==> config.mk <==
export PLATFORM = sky130hd
export DESIGN_NAME = actor_motion_flat
export DESIGN_NICKNAME = d
export VERILOG_FILES = /design/src/rtl/actor_pkg.sv /design/src/rtl/actor_motion_if.sv /design/src/rtl/actor_tick_gen.sv /design/src/rtl/actor_motion.sv /design/src/flat_wrapper.sv
export SDC_FILE = /design/constraint.sdc
export NUM_CORES = 1
export LEC_CHECK = 0
export ABC_CLOCK_PERIOD_IN_PS = 16600
export CORE_MARGIN = 2
export CORE_UTILIZATION = 45
export CTS_CLUSTER_DIAMETER = 120
export DETAILED_ROUTE_END_ITERATION = 10
export DONT_BUFFER_PORTS = 1
export SYNTH_ARGS = -nofsm -noshare
export SYNTH_HDL_FRONTEND = slang
export SYNTH_SLANG_ARGS = --single-unit
==> constraint.sdc <==
create_clock -name Clk -period 16.6 [get_ports Clk]
set_clock_uncertainty 0.15 [all_clocks]
set_input_delay 2.49 -clock Clk [delete_from_list [all_inputs] [get_ports Clk]]
set_output_delay 2.49 -clock Clk [all_outputs]
set_load 0.05 [all_outputs]
==> src/rtl/actor_pkg.sv <==
// Shared types and constants for the actor movement/animation engine.
// Direction and state encodings are also what the renderer and debug probes see.
package actor_pkg;

  typedef enum logic [1:0] {
    DOWN  = 2'd0,
    LEFT  = 2'd1,
    UP    = 2'd2,
    RIGHT = 2'd3
  } dir_t;

  typedef enum logic [1:0] {
    IDLE   = 2'd0,
    WALK   = 2'd1,
    ATTACK = 2'd2
  } state_t;

  localparam logic [1:0] FR_IDLE   = 2'd0;
  localparam logic [1:0] FR_ATTACK = 2'd3;

  // Walk cycle 0,1,2,3 shows idle, walk1, idle, walk2.
  function automatic logic [1:0] frame_sel(input state_t s, input logic [1:0] walk);
    if (s == ATTACK) return FR_ATTACK;
    if (!walk[0]) return FR_IDLE;
    return 2'd1 + {1'b0, walk[1]};
  endfunction

endpackage

==> src/rtl/actor_motion_if.sv <==
// Request/pixel bus between the game logic/renderer and the actor engine.
// All requests are plain levels with no valid/ready: the engine samples them only on a motion tick.
interface actor_motion_if #(
  parameter int ADDR_W = 13
);
  logic              move_up;
  logic              move_down;
  logic              move_left;
  logic              move_right;
  logic              attack_req;
  logic [8:0]        PixelX;
  logic [8:0]        PixelY;
  logic              is_obj;
  logic [ADDR_W-1:0] Obj_address;
  logic [8:0]        Obj_X_Pos;
  logic [8:0]        Obj_Y_Pos;
  logic [1:0]        Obj_Direction;
  logic              attacking;

  modport master (
    output move_up, move_down, move_left, move_right, attack_req, PixelX, PixelY,
    input  is_obj, Obj_address, Obj_X_Pos, Obj_Y_Pos, Obj_Direction, attacking
  );

  modport slave (
    input  move_up, move_down, move_left, move_right, attack_req, PixelX, PixelY,
    output is_obj, Obj_address, Obj_X_Pos, Obj_Y_Pos, Obj_Direction, attacking
  );
endinterface

==> src/rtl/actor_tick_gen.sv <==
// Synchronises the vsync-rate frame_clk level, detects its rising edge and
// divides the edges by FRAME_DIV into a one-cycle motion tick.
module actor_tick_gen #(
  parameter int FRAME_DIV = 4
) (
  input  logic Clk,
  input  logic Reset,
  input  logic frame_clk,
  output logic o_tick
);
  localparam int CW = (FRAME_DIV > 1) ? $clog2(FRAME_DIV) : 1;

  logic          r_sync1;
  logic          r_sync2;
  logic          r_sync3;
  logic [CW-1:0] r_div;
  logic          r_tick;
  logic          w_pulse;
  logic          w_wrap;

  assign w_pulse = r_sync2 & ~r_sync3;
  assign w_wrap  = (r_div == CW'(FRAME_DIV - 1));
  assign o_tick  = r_tick;

  always_ff @(posedge Clk) begin
    if (Reset) begin
      r_sync1 <= 1'b0;
      r_sync2 <= 1'b0;
      r_sync3 <= 1'b0;
      r_div   <= '0;
      r_tick  <= 1'b0;
    end else begin
      r_sync1 <= frame_clk;
      r_sync2 <= r_sync1;
      r_sync3 <= r_sync2;
      r_tick  <= w_pulse & w_wrap;
      if (w_pulse) r_div <= w_wrap ? '0 : r_div + 1'b1;
    end
  end
endmodule

==> src/rtl/actor_motion.sv <==
// Actor movement, walk/attack animation and sprite-ROM addressing for the
// 320x240 playfield; position and FSM advance only on divided frame ticks.
module actor_motion
  import actor_pkg::*;
#(
  parameter int WIDTH          = 18,
  parameter int HEIGHT         = 20,
  parameter int X_MIN          = 1,
  parameter int X_MAX          = 319,
  parameter int Y_MIN          = 0,
  parameter int Y_MAX          = 239,
  parameter int START_X        = 151,
  parameter int START_Y        = 110,
  parameter int STEP           = 3,
  parameter int FRAME_DIV      = 4,
  parameter int ATTACK_TICKS   = 6,
  parameter int FRAMES_PER_DIR = 4,
  parameter int ADDR_W         = 13
) (
  input  logic         Clk,
  input  logic         Reset,
  input  logic         frame_clk,
  actor_motion_if.slave bus,
  output state_t       o_dbg_state
);
  localparam int AW = (ATTACK_TICKS > 1) ? $clog2(ATTACK_TICKS) : 1;
  localparam logic [AW-1:0] ATK_LOAD = AW'(ATTACK_TICKS - 1);
  localparam logic [9:0] X_HI   = 10'(X_MAX - WIDTH);
  localparam logic [9:0] X_LO   = 10'(X_MIN);
  localparam logic [9:0] Y_HI   = 10'(Y_MAX - HEIGHT);
  localparam logic [9:0] Y_LO   = 10'(Y_MIN);
  localparam logic [9:0] STEP10 = 10'(STEP);

  state_t        r_state;
  dir_t          r_dir;
  logic [8:0]    r_x;
  logic [8:0]    r_y;
  logic [1:0]    r_walk;
  logic [AW-1:0] r_atk;

  state_t        w_state_nx;
  dir_t          w_dir_nx;
  dir_t          w_dir_mv;
  logic [8:0]    w_x_nx;
  logic [8:0]    w_y_nx;
  logic [1:0]    w_walk_nx;
  logic [AW-1:0] w_atk_nx;
  logic          w_tick;
  logic          w_vx_pos, w_vx_neg, w_vy_pos, w_vy_neg, w_any;
  logic [9:0]    w_x_up, w_y_up;
  logic [8:0]    w_x_mv, w_y_mv;
  logic          w_attacking;
  logic [1:0]    w_frame;

  actor_tick_gen #(.FRAME_DIV(FRAME_DIV)) u_tick (
    .Clk       (Clk),
    .Reset     (Reset),
    .frame_clk (frame_clk),
    .o_tick    (w_tick)
  );

  // Opposing keys cancel per axis before anything else looks at them.
  assign w_vx_pos = bus.move_right & ~bus.move_left;
  assign w_vx_neg = bus.move_left  & ~bus.move_right;
  assign w_vy_pos = bus.move_down  & ~bus.move_up;
  assign w_vy_neg = bus.move_up    & ~bus.move_down;
  assign w_any    = w_vx_pos | w_vx_neg | w_vy_pos | w_vy_neg;

  // 10-bit sums/compares so stepping near 0 saturates instead of wrapping.
  assign w_x_up = {1'b0, r_x} + STEP10;
  assign w_y_up = {1'b0, r_y} + STEP10;

  always_comb begin
    w_x_mv = r_x;
    if (w_vx_pos)      w_x_mv = (w_x_up > X_HI) ? X_HI[8:0] : w_x_up[8:0];
    else if (w_vx_neg) w_x_mv = ({1'b0, r_x} < X_LO + STEP10) ? X_LO[8:0] : r_x - STEP10[8:0];
    w_y_mv = r_y;
    if (w_vy_pos)      w_y_mv = (w_y_up > Y_HI) ? Y_HI[8:0] : w_y_up[8:0];
    else if (w_vy_neg) w_y_mv = ({1'b0, r_y} < Y_LO + STEP10) ? Y_LO[8:0] : r_y - STEP10[8:0];
    if (w_vx_pos)      w_dir_mv = RIGHT;
    else if (w_vx_neg) w_dir_mv = LEFT;
    else if (w_vy_pos) w_dir_mv = DOWN;
    else               w_dir_mv = UP;
  end

  always_ff @(posedge Clk) begin
    if (Reset) begin
      r_state <= IDLE;
      r_dir   <= DOWN;
      r_x     <= 9'(START_X);
      r_y     <= 9'(START_Y);
      r_walk  <= '0;
      r_atk   <= '0;
    end else begin
      r_state <= w_state_nx;
      r_dir   <= w_dir_nx;
      r_x     <= w_x_nx;
      r_y     <= w_y_nx;
      r_walk  <= w_walk_nx;
      r_atk   <= w_atk_nx;
    end
  end

  always_comb begin
    w_state_nx = r_state;
    w_dir_nx   = r_dir;
    w_x_nx     = r_x;
    w_y_nx     = r_y;
    w_walk_nx  = r_walk;
    w_atk_nx   = r_atk;
    if (w_tick) begin
      case (r_state)
        IDLE, WALK: begin
          if (bus.attack_req) begin
            w_state_nx = ATTACK;
            w_atk_nx   = ATK_LOAD;
          end else if (w_any) begin
            w_state_nx = WALK;
            w_x_nx     = w_x_mv;
            w_y_nx     = w_y_mv;
            w_dir_nx   = w_dir_mv;
            w_walk_nx  = r_walk + 2'd1;
          end else if (r_state == WALK) begin
            w_state_nx = IDLE;
            w_walk_nx  = '0;
          end
        end
        ATTACK: begin
          if (r_atk == '0) w_state_nx = IDLE;
          else             w_atk_nx   = r_atk - 1'b1;
        end
        default: w_state_nx = IDLE;
      endcase
    end
  end

  always_comb begin
    w_attacking = (r_state == ATTACK);
    w_frame     = frame_sel(r_state, r_walk);
  end

  logic       w_in_x, w_in_y;
  logic [8:0] w_dx, w_dy;
  logic [ADDR_W-1:0] w_addr;

  assign w_in_x = (bus.PixelX >= r_x) && ({1'b0, bus.PixelX} < {1'b0, r_x} + 10'(WIDTH));
  assign w_in_y = (bus.PixelY >= r_y) && ({1'b0, bus.PixelY} < {1'b0, r_y} + 10'(HEIGHT));
  assign w_dx   = bus.PixelX - r_x;
  assign w_dy   = bus.PixelY - r_y;
  assign w_addr = ADDR_W'(w_dx) + ADDR_W'(w_dy) * ADDR_W'(WIDTH)
                + ADDR_W'(WIDTH * HEIGHT)
                  * (ADDR_W'(FRAMES_PER_DIR) * ADDR_W'(r_dir) + ADDR_W'(w_frame));

  assign bus.is_obj        = w_in_x & w_in_y;
  assign bus.Obj_address   = (w_in_x & w_in_y) ? w_addr : '0;
  assign bus.Obj_X_Pos     = r_x;
  assign bus.Obj_Y_Pos     = r_y;
  assign bus.Obj_Direction = r_dir;
  assign bus.attacking     = w_attacking;
  assign o_dbg_state       = r_state;
endmodule

==> src/flat_wrapper.sv <==
// flat-port wrapper written by rule: the top's interface ports become plain ports
module actor_motion_flat import actor_pkg::*;
#(
  parameter int WIDTH          = 18,
  parameter int HEIGHT         = 20,
  parameter int X_MIN          = 1,
  parameter int X_MAX          = 319,
  parameter int Y_MIN          = 0,
  parameter int Y_MAX          = 239,
  parameter int START_X        = 151,
  parameter int START_Y        = 110,
  parameter int STEP           = 3,
  parameter int FRAME_DIV      = 4,
  parameter int ATTACK_TICKS   = 6,
  parameter int FRAMES_PER_DIR = 4,
  parameter int ADDR_W         = 13
)
  (Clk, Reset, frame_clk, o_dbg_state, bus_move_up, bus_move_down, bus_move_left, bus_move_right, bus_attack_req, bus_PixelX, bus_PixelY, bus_is_obj, bus_Obj_address, bus_Obj_X_Pos, bus_Obj_Y_Pos, bus_Obj_Direction, bus_attacking);
  actor_motion_if #(.ADDR_W(ADDR_W)) bus_i ();
  input  logic Clk;
  input  logic Reset;
  input  logic frame_clk;
  output state_t o_dbg_state;
  input wire logic [$bits(bus_i.move_up)-1:0] bus_move_up;
  input wire logic [$bits(bus_i.move_down)-1:0] bus_move_down;
  input wire logic [$bits(bus_i.move_left)-1:0] bus_move_left;
  input wire logic [$bits(bus_i.move_right)-1:0] bus_move_right;
  input wire logic [$bits(bus_i.attack_req)-1:0] bus_attack_req;
  input wire logic [$bits(bus_i.PixelX)-1:0] bus_PixelX;
  input wire logic [$bits(bus_i.PixelY)-1:0] bus_PixelY;
  output wire logic [$bits(bus_i.is_obj)-1:0] bus_is_obj;
  output wire logic [$bits(bus_i.Obj_address)-1:0] bus_Obj_address;
  output wire logic [$bits(bus_i.Obj_X_Pos)-1:0] bus_Obj_X_Pos;
  output wire logic [$bits(bus_i.Obj_Y_Pos)-1:0] bus_Obj_Y_Pos;
  output wire logic [$bits(bus_i.Obj_Direction)-1:0] bus_Obj_Direction;
  output wire logic [$bits(bus_i.attacking)-1:0] bus_attacking;
  assign bus_i.move_up = bus_move_up;
  assign bus_i.move_down = bus_move_down;
  assign bus_i.move_left = bus_move_left;
  assign bus_i.move_right = bus_move_right;
  assign bus_i.attack_req = bus_attack_req;
  assign bus_i.PixelX = bus_PixelX;
  assign bus_i.PixelY = bus_PixelY;
  assign bus_is_obj = bus_i.is_obj;
  assign bus_Obj_address = bus_i.Obj_address;
  assign bus_Obj_X_Pos = bus_i.Obj_X_Pos;
  assign bus_Obj_Y_Pos = bus_i.Obj_Y_Pos;
  assign bus_Obj_Direction = bus_i.Obj_Direction;
  assign bus_attacking = bus_i.attacking;
  actor_motion #(.WIDTH(WIDTH), .HEIGHT(HEIGHT), .X_MIN(X_MIN), .X_MAX(X_MAX), .Y_MIN(Y_MIN), .Y_MAX(Y_MAX), .START_X(START_X), .START_Y(START_Y), .STEP(STEP), .FRAME_DIV(FRAME_DIV), .ATTACK_TICKS(ATTACK_TICKS), .FRAMES_PER_DIR(FRAMES_PER_DIR), .ADDR_W(ADDR_W)) u_core (.Clk(Clk), .Reset(Reset), .frame_clk(frame_clk), .bus(bus_i), .o_dbg_state(o_dbg_state));
endmodule
==> results of run 1 <==
## report_power, final
part           leakage (nW)  internal, mW  switching [mW]
combinational          2.01        0.0584          0.0759
clock                0.0450        0.0291          0.0304
sequential            0.267        0.0796        0.000197
## worst reg2reg max path, cell delays in order (launching register included)
cell      delay, ns
dfxtp_1        0.87
inv_1          0.21
ha_1           0.32
nand3b_1       0.31
nor3_1         0.46
nor3_1         0.08
a31o_2         0.26
a211oi_1       0.50
nor3_1         0.10
a211oi_1       0.25
## path summary, 6_finish.rpt
check / slack (ns) / cells after the start / to
max reg2reg: 13.01 / 9 / u_core.bus.Obj_X_Pos[3]
min: 0.29 / 1 / u_core.u_tick.r_sync2
min reg2reg: 0.29 / 1 / u_core.u_tick.r_sync2
max: 6.50 / 23 / bus_Obj_address[12]
## through the flow
step | worst slack, ns | std cells
floorplan | 6.86 | 651
global placement | 6.66 | 767
CTS | 6.54 | 775
finish | 6.50 | 775
global route | 6.11 | 775
detailed placement | 6.58 | 767
## state kept, by name (all words and copies together), names as in the netlist
| register | flops |
|---|---|
| u_core.bus.Obj_Direction | 2 |
| u_core.bus.Obj_X_Pos | 9 |
| u_core.bus.Obj_Y_Pos | 9 |
| u_core.o_dbg_state | 2 |
| u_core.r_atk | 3 |
| u_core.r_walk | 2 |
| u_core.u_tick.o_tick | 1 |
| u_core.u_tick.r_div | 2 |
| u_core.u_tick.r_sync1 | 1 |
| u_core.u_tick.r_sync2 | 1 |
| u_core.u_tick.r_sync3 | 1 |
## per-layer routing
layer,global-route usage,vias up,wire length [um]
met5,0,-,0
met1,0.274,2058,5670
met3,0.0338,14,558
met2,0.349,92,5650
met4,0.0497,0,180
li1,-,2303,-
## kinds of logic after synthesis
logic type | after synthesis
AOI/OAI and AO/OA | 192
xor gates and xnor gates | 44
adders and majority gates | 104
buffers and inverters | 82
DFF | 33
muxes | 7
and+or+nand+nor | 189
## final cells by class
cell class	instances	share of cell area
multi-input combinational	536	0.781
tap	140	0.0336
clock inverter	2	0.00192
sequential	33	0.127
clock buffer	6	0.0139
timing repair buffer	1	0.00144
inverter	57	0.0410
## layout by cell type, fill, tap and decap left out, drive strengths merged, types with 3 or more instances in the layout
master  instances
ha             91
clkinv          4
nand2b         17
dfxtp          33
a21oi          52
a31o            3
o31ai           4
nor2           66
xor2            8
nand3          10
nor4            6
o21bai          5
o21ai          44
clkbuf          6
nand4           6
xnor2          35
a31oi          10
a21o           13
a211oi         14
nor3b           3
mux2i           5
a221oi          3
or4             3
nand2          23
o21a            9
nor2b          12
o221ai          3
and2            5
inv            55
or3             6
nor3           24
o211ai          7
fa             13
==> results.sh, run 1 <==
export IMPL_status="complete, no violations"
export IMPL_drtIter0Drc=241
export IMPL_slew_viol_final=0
export IMPL_synth_seq_cells=33
export IMPL_synth_xor_area_frac=0.0792
export IMPL_cts_tree="built"
export IMPL_clk_latency_ns=0.29
export IMPL_yosysWarnings=0
export IMPL_numCtsBuffers=5
export IMPL_root_buffer="clkbuf_8"
export IMPL_antennaDiodeCount=0
export IMPL_maxCapViolations=0
export IMPL_grt_max_degree=35
export IMPL_die_w_um=110
export IMPL_start_util=0.463
export IMPL_layout_area_seq_sq_um=661
export IMPL_post_route_period_util=0.609
export IMPL_synthSimpleGateAreaFrac=0.190
export IMPL_finalSetupViolCount=0
export IMPL_fmax_mhz=99.0
export IMPL_post_cts_setup_buffers=0
export IMPL_clock_sinks=33
export IMPL_ys_top_cells_by_area="ha_1 (23%), dfxtp_1 (13%), xnor2_1 (6.1%)"
export IMPL_synth_top_area_frac=0.226
export IMPL_path_max_fanout=4
export IMPL_hold_class="register to register"
export IMPL_hpwl_um=9740
export IMPL_crit_start="bus_PixelY[0]"
export IMPL_yosys_mux_area_fraction=0.0144
export IMPL_peakVddDrop_mv=0.0627
export IMPL_hold_ws_ns=0.293
export IMPL_p_leak_nw=2.32
export IMPL_grt_pass1_vias=4308
export IMPL_netlist_instances=651
export IMPL_cts_buffer_depth=2
export IMPL_crit_chain="inv_1 -> ha_1 -> inv_1 -> fa_1 -> a211oi_1 -> nor2_1 -> o21a_1 -> nor2_1 -> xnor2_1 -> ha_1 -> ha_1 -> nand2_1 -> o21ai_0 -> a21oi_1 -> fa_1 -> ha_1 -> a21o_1 -> a21o_1 -> a21oi_1 -> a21oi_1 -> a31o_2 -> a211oi_1 -> nand2b_1"
export IMPL_synth_top_cell_by_area="ha_1"
export IMPL_power_mw=0.273
export IMPL_synth_flop_cell="dfxtp_1"
export IMPL_avgRoutedWirePerCell_um=15.6
export IMPL_slew_headroom=0.348
export IMPL_dpl_cell_area_sq_mm=0.00513
export IMPL_power_density_mw_per_mm2=52.5
export IMPL_die_area_sq_mm=0.0121
export IMPL_synth_top_family_by_area="adder cells"
export IMPL_drive_gt1_frac=0.0394
export IMPL_grt_pass1_wl_um=20200
export IMPL_hold_violations=0
export IMPL_cp_arrival_ns=7.46
export IMPL_fin_area_sq_mm=0.00521
export IMPL_syn_avg_cell_area_sq_um=7.74
export IMPL_worst_slew_pin_slew_ns=0.977
export IMPL_hp_start="u_core.u_tick.r_sync1"
export IMPL_crit_type="primary input to output port"
export IMPL_synth_nets=781
export IMPL_slowest_stage="fa_1"
export IMPL_drc=0
export IMPL_final_util=0.479
export IMPL_end_kind="output port"
export IMPL_coreArea_sq_mm=0.0109
export IMPL_cp_num_buf_inv=2
export IMPL_nNetsFinal=764
export IMPL_fin_tns_setup_ns=0
export IMPL_synth_compound_area_frac=0.244
export IMPL_ys_seq_area_frac=0.131
export IMPL_ant_nets=0
export IMPL_htree_levels=2
export IMPL_r2r_start="u_core.bus.Obj_X_Pos[0]"
export IMPL_fillerInstances=1101
export IMPL_crit_family="adder cells"
export IMPL_place_gp_congestion=0.906
export IMPL_yosysMostFrequentCell="ha_1"
export IMPL_worstPathRequired_ns=13.96
export IMPL_overflow=0
export IMPL_min_period_ns=10.10
export IMPL_async_reset_ff_frac=0
export IMPL_synth_adder_area_share=0.278
export IMPL_netlist_area_sq_mm=0.00504
export IMPL_grt_use_total=0.207
export IMPL_dr_pass1_iters=5
export IMPL_cts_clk_slew_worst_paths_ns=0.07
export IMPL_syn_to_final_growth_pct=3.45
export IMPL_vias=4467
export IMPL_synth_cell_type_count=68
export IMPL_slowest_delay_ns=0.47
export IMPL_rsz0062_at_grt="no"
export IMPL_rows=38
export IMPL_start_kind="primary input"
export IMPL_cts_hold_buffers_added=0
export IMPL_ctsResizeCount=0
export IMPL_synth_edf_count=0
export IMPL_die_h_um=110
export IMPL_grt_antenna_before_repair=0
export IMPL_drt_vias_per_instance=5.76
export IMPL_numPortBuffers=0
export IMPL_crit_top_cell="ha_1"
export IMPL_synth_common_cells="ha_1 (91), nor2_1 (65), inv_1 (55)"
export IMPL_drt_wl_total_um=12100
export IMPL_io_pins=63
export IMPL_multi_input_area_sq_mm=0.00407
Note: power is estimated with default switching activity, not from simulation.
==> run 2, diff against run 1 <==
ABC_CLOCK_PERIOD_IN_PS = 9000   (was 16600)
clock period = 9 ns   (was 16.6 ns; I/O delays follow)
==> run 2 against run 1 <==
Effect of this change: final cell count stayed put; largest power group unchanged; worst hold slack hardly changed; design area is 0.22% higher; utilization is 0.10 points higher; wire length is 2.8% higher; critical path depth is 3 lower.
==> results.sh, run 2 (same netlist as run 1, synthesis figures left out) <==
export IMPL_overflow=0
export IMPL_finalSetupViolCount=0
export IMPL_rows=38
export IMPL_slew_viol_final=0
export IMPL_clk_latency_ns=0.30
export IMPL_syn_to_final_growth_pct=3.68
export IMPL_rr_worst_depth=9
export IMPL_p_leak_nw=2.33
export IMPL_slowest_stage="dfxtp_1"
export IMPL_r2r_slack_ns=5.63
export IMPL_hpwl_um=9850
export IMPL_die_w_um=110
export IMPL_post_route_period_util=0.896
export IMPL_holdPathStages=1
export IMPL_slowest_delay_ns=0.92
export IMPL_grt_use_total=0.208
export IMPL_cts_hold_buffers_added=0
export IMPL_min_period_ns=8.06
export IMPL_drtIter0Drc=279
export IMPL_peakVddDrop_mv=0.0918
export IMPL_numPortBuffers=0
export IMPL_numCtsBuffers=5
export IMPL_root_buffer="clkbuf_8"
export IMPL_worstPathRequired_ns=7.50
export IMPL_vias=4546
export IMPL_crit_top_cell="a21oi_1"
export IMPL_start_util=0.463
export IMPL_path_max_fanout=15
export IMPL_crit_type="register to output port"
export IMPL_rsz0062_at_grt="no"
export IMPL_drc=0
export IMPL_end_kind="output port"
export IMPL_post_cts_setup_buffers=0
export IMPL_drive_gt1_frac=0.0394
export IMPL_multi_input_area_sq_mm=0.00407
export IMPL_worst_slew_pin_slew_ns=0.994
export IMPL_start_kind="register"
export IMPL_grt_pass1_vias=4286
export IMPL_die_h_um=110
export IMPL_clock_sinks=33
export IMPL_cts_buffer_depth=2
export IMPL_hold_class="register to register"
export IMPL_cp_arrival_ns=6.56
export IMPL_ant_nets=0
export IMPL_dr_pass1_iters=5
export IMPL_crit_chain="inv_1 -> ha_1 -> o21a_1 -> o31a_1 -> o31ai_1 -> a21boi_0 -> xnor2_1 -> ha_1 -> a21oi_1 -> o21ai_0 -> a21oi_1 -> fa_1 -> ha_1 -> a21o_1 -> a21o_1 -> a21oi_1 -> a21oi_1 -> a31o_2 -> a211oi_1 -> nand2b_1"
export IMPL_power_mw=0.515
export IMPL_final_common_cell="ha_1"
export IMPL_die_area_sq_mm=0.0121
export IMPL_drt_wl_total_um=12400
export IMPL_htree_levels=2
export IMPL_fmax_mhz=124
export IMPL_status="complete, no violations"
export IMPL_grt_pass1_wl_um=20300
export IMPL_io_pins=63
export IMPL_nNetsFinal=765
export IMPL_drt_vias_per_instance=5.87
export IMPL_grt_antenna_before_repair=0
export IMPL_antennaDiodeCount=0
export IMPL_power_density_mw_per_mm2=98.6
export IMPL_r2r_end="u_core.bus.Obj_Y_Pos[4]"
export IMPL_r2r_start="u_core.bus.Obj_Y_Pos[1]"
export IMPL_hp_start="u_core.u_tick.r_sync1"
export IMPL_grt_max_degree=35
export IMPL_fin_tns_setup_ns=0
export IMPL_place_gp_congestion=0.894
export IMPL_cts_clk_slew_worst_paths_ns=0.07
export IMPL_maxCapViolations=0
export IMPL_avgRoutedWirePerCell_um=16.0
export IMPL_hold_violations=0
export IMPL_ctsResizeCount=0
export IMPL_layout_area_seq_sq_um=661
export IMPL_layout_common_cells="ha_1 (91), nor2_1 (65), inv_1 (55)"
export IMPL_coreArea_sq_mm=0.0109
export IMPL_worstHoldEndpoint="u_core.u_tick.r_sync2"
export IMPL_cts_tree="built"
export IMPL_fillerInstances=1090
export IMPL_slew_headroom=0.336
[run 2: cell types whose count changed in the layout (fill, tap and decap cells not counted)]
cell and delta:
buf_4 +1, clkbuf_8 +1, clkinv_2 -2
[run 2: stage by stage]
stage          worst slack [ns]   util  hold slack (ns)  std cells  instance area (sq um)
2_1_floorplan              1.54      -            0.264        651                   5040
3_3_place_gp               1.34  0.472            0.282        768                   5140
3_5_place_dp               1.20  0.472            0.277        768                   5140
4_1_cts                   0.952  0.480            0.298        775                   5220
5_1_grt                   0.441  0.480            0.311        775                   5220
6_report                  0.937  0.480            0.293        775                   5220
[run 2: final cells by class]
cell class,instances,share of cell area
inverter,57,0.0410
timing repair buffer,2,0.00287
tap,140,0.0335
clock buffer,7,0.0165
multi-input combinational,536,0.780
sequential,33,0.126
[run 2: how the worst max path moves through the flow]
stage	from	endpoint	slack, ns	cells past startpoint
2_1_floorplan	bus_PixelY[0]	bus_Obj_address[9]	1.54	20
3_3_place_gp	bus_PixelY[0]	bus_Obj_address[12]	1.34	23
3_5_place_dp	bus_PixelY[0]	bus_Obj_address[12]	1.20	23
4_1_cts	u_core.bus.Obj_Y_Pos[2]	bus_Obj_address[12]	0.95	20
5_1_grt	u_core.bus.Obj_Y_Pos[2]	bus_Obj_address[12]	0.44	20
6_report	u_core.bus.Obj_Y_Pos[2]	bus_Obj_address[12]	0.94	20
[run 2: power by group]
group / total, mW / switching (mW) / internal (mW)
registers: 0.147 / 0.000387 / 0.147
logic: 0.250 / 0.142 / 0.108
clock network: 0.118 / 0.0576 / 0.0608
[run 2: worst max-delay path, delay by kind of cell, from the launching register on]
family,cells,cell delay [ns]
adders and majority gates,4,1.62
AOI/OAI and AO/OA,13,2.71
xor gates and xnor gates,1,0.21
and+or+nand+nor,1,0.47
buffers and inverters,1,0.33
DFF,1,0.92
[run 2: routing by layer]
layer  global-route usage  wire length, um  vias up
met2                0.353             5880      101
met1                0.272             5780     2125
li1                     -                -     2304
met5                    0                0        -
met3               0.0350              575       16
met4               0.0524              165        0
==> run 3, diff against run 2 <==
ABC_AREA = 1   (was default)
CAP_MARGIN = 20   (was default)
SYNTH_HIERARCHICAL = 1   (was default)
==> run 3 against run 2 <==
Effect of this change: die area rose by 5.3%; worst hold slack worse by 0.033 ns; register-to-register slack improved by 0.39 ns; critical path type is now primary input to output port; sequential power is essentially flat; largest power group unchanged.
==> results.sh, run 3 <==
export IMPL_cts_tree="built"
export IMPL_antennaDiodeCount=0
export IMPL_ctsResizeCount=0
export IMPL_ys_seq_area_frac=0.124
export IMPL_power_mw=0.635
export IMPL_synth_seq_cells=33
export IMPL_grt_max_degree=19
export IMPL_path_max_fanout=3
export IMPL_async_reset_ff_frac=0
export IMPL_hold_violations=0
export IMPL_synth_top_area_frac=0.217
export IMPL_ant_nets=0
export IMPL_grt_use_total=0.206
export IMPL_coreArea_sq_mm=0.0115
export IMPL_post_route_period_util=0.843
export IMPL_fin_tns_setup_ns=0
export IMPL_dr_pass1_iters=5
export IMPL_hold_class="register to register"
export IMPL_drt_wl_total_um=13100
export IMPL_layout_area_seq_sq_um=661
export IMPL_cts_buffer_depth=2
export IMPL_drtIter0Drc=347
export IMPL_grt_antenna_before_repair=0
export IMPL_die_w_um=113
export IMPL_top_layer="met4"
export IMPL_wl_met2_um=6150
export IMPL_p_leak_nw=2.93
export IMPL_peakVddDrop_mv=0.138
export IMPL_start_util=0.464
export IMPL_clk_latency_ns=0.27
export IMPL_worstPathRequired_ns=7.50
export IMPL_vias=5070
export IMPL_rsz0062_at_grt="no"
export IMPL_synth_flop_cell="dfxtp_1"
export IMPL_crit_cells=24
export IMPL_drt_met1_wl_um=6230
export IMPL_layout_common_cells="nand2_1 (197), inv_1 (117), ha_1 (92)"
export IMPL_synth_nets=950
export IMPL_numCtsBuffers=5
export IMPL_finalSetupViolCount=0
export IMPL_met3_wirelength_um=645
export IMPL_io_pins=63
export IMPL_drt_vias_per_instance=5.27
export IMPL_grt_pass1_vias=4910
export IMPL_slowest_stage="nor2_1"
export IMPL_fillerInstances=1144
export IMPL_final_common_cell="nand2_1"
export IMPL_maxCapViolations=0
export IMPL_crit_chain="inv_1 -> ha_1 -> inv_1 -> fa_1 -> nand3_1 -> nand2_1 -> xor2_1 -> ha_1 -> ha_1 -> fa_1 -> nand3_1 -> nand2_1 -> a21o_1 -> a21oi_1 -> xor2_1 -> ha_1 -> ha_1 -> inv_1 -> nor3_1 -> nand3_1 -> and3_1 -> nand3_1 -> nand2_1 -> nor2_1"
export IMPL_min_period_ns=7.59
export IMPL_overflow=0
export IMPL_worst_slew_pin_slew_ns=0.888
export IMPL_start_kind="primary input"
export IMPL_cp_arrival_ns=6.09
export IMPL_cp_num_buf_inv=3
export IMPL_synth_edf_count=0
export IMPL_drive_gt1_frac=0.0452
export IMPL_synth_common_cells="nand2_1 (197), inv_1 (117), ha_1 (92)"
export IMPL_slew_headroom=0.406
export IMPL_syn_to_final_growth_pct=5.63
export IMPL_die_area_sq_mm=0.0127
export IMPL_netlist_instances=819
export IMPL_end_kind="output port"
export IMPL_rr_worst_depth=12
export IMPL_power_density_mw_per_mm2=113
export IMPL_final_util=0.490
export IMPL_netlist_area_sq_mm=0.00532
export IMPL_synth_cell_type_count=39
export IMPL_grt_pass1_wl_um=22300
export IMPL_synth_top_cell_by_area="ha_1"
export IMPL_drc=0
export IMPL_slowest_delay_ns=0.70
export IMPL_crit_top_cell="ha_1"
export IMPL_root_buffer="clkbuf_16"
export IMPL_syn_avg_cell_area_sq_um=6.49
export IMPL_nNetsFinal=949
export IMPL_place_gp_congestion=0.933
export IMPL_cts_hold_buffers_added=0
export IMPL_cts_clk_slew_worst_paths_ns=0.05
export IMPL_multi_input_area_sq_mm=0.00413
export IMPL_crit_type="primary input to output port"
export IMPL_yosysWarnings=6
export IMPL_numPortBuffers=0
export IMPL_rows=39
export IMPL_holdPathStages=2
export IMPL_slew_viol_final=0
export IMPL_crit_family="adder cells"
export IMPL_post_cts_setup_buffers=0
export IMPL_yosysMostFrequentCell="nand2_1"
export IMPL_ys_top_cells_by_area="ha_1 (22%), nand2_1 (14%), dfxtp_1 (12%)"
export IMPL_htree_levels=2
export IMPL_clock_sinks=33
export IMPL_die_h_um=113
export IMPL_avgRoutedWirePerCell_um=13.6
export IMPL_hpwl_um=10800
export IMPL_status="complete, no violations"
export IMPL_fmax_mhz=132
==> run 3: changes by cell type after synthesis, moves of 11 or more <==
| cell | change |
|---|---|
| nand3_1 | +45 |
| nand2b_1 | -17 |
| nor2_1 | +16 |
| nor3_1 | -13 |
| nand2_1 | +174 |
| xnor2_1 | -27 |
| nor2b_1 | -11 |
| inv_1 | +62 |
| o21ai_0 | -12 |
| xor2_1 | +40 |
| a211oi_1 | -12 |
==> run 3: final cells by class <==
cell class,instances,area share
multi-input combinational,651,0.736
sequential,33,0.118
inverter,125,0.0836
tap,143,0.0319
clock buffer,7,0.0272
timing repair buffer,2,0.00267
clock inverter,1,0.000891
==> run 3: cell families (layout without fill, tap and decap cells) <==
kind of cell / count (synthesis) / in the layout / share of synthesized area
AO/OA/AOI/OAI: 111 / 111 / 0.114
XOR/XNOR: 56 / 56 / 0.0923
adder cells (fa/ha/maj): 105 / 105 / 0.266
buffers and inverters: 135 / 135 / 0.0982
flip-flops: 33 / 33 / 0.124
AND/OR/NAND/NOR: 379 / 379 / 0.306
==> run 3: metal layers <==
metal  up-vias  global-route usage
li1       2641                   -
met1      2287               0.275
met3         6              0.0346
met4         0              0.0431
met2       136               0.350
met5         -                   0
==> run 3: final timing paths <==
path                                              start                       to  slack [ns]
worst max-delay path                      bus_PixelY[0]      bus_Obj_address[12]        1.41
worst min register to register    u_core/u_tick/r_sync1    u_core/u_tick/r_sync2        0.26
worst min-delay path              u_core/u_tick/r_sync1    u_core/u_tick/r_sync2        0.26
worst max register to register  u_core/bus.Obj_X_Pos[1]  u_core/bus.Obj_X_Pos[0]        6.02
==> run 3: tightest hold or removal path: stages, from the launching register on <==
cell	delay (ns)
dfxtp_1	0.29
inv_1	0.04
nor2_1	0.03
==> run 3: power breakdown <==
| part | internal, mW | total [mW] | switching, mW |
|---|---|---|---|
| Combinational | 0.112 | 0.312 | 0.200 |
| Sequential | 0.147 | 0.148 | 0.000782 |
| Clock | 0.117 | 0.175 | 0.0579 |
==> run 3: through the flow <==
step / instance area [sq um] / setup WS (ns) / std cells / hold WS (ns)
floorplan: 5320 / 1.80 / 819 / 0.238
global placement: 5460 / 1.56 / 954 / 0.247
detailed placement: 5460 / 1.41 / 954 / 0.258
CTS: 5610 / 1.40 / 962 / 0.266
global route: 5610 / 1.12 / 962 / 0.279
finish: 5610 / 1.41 / 962 / 0.260
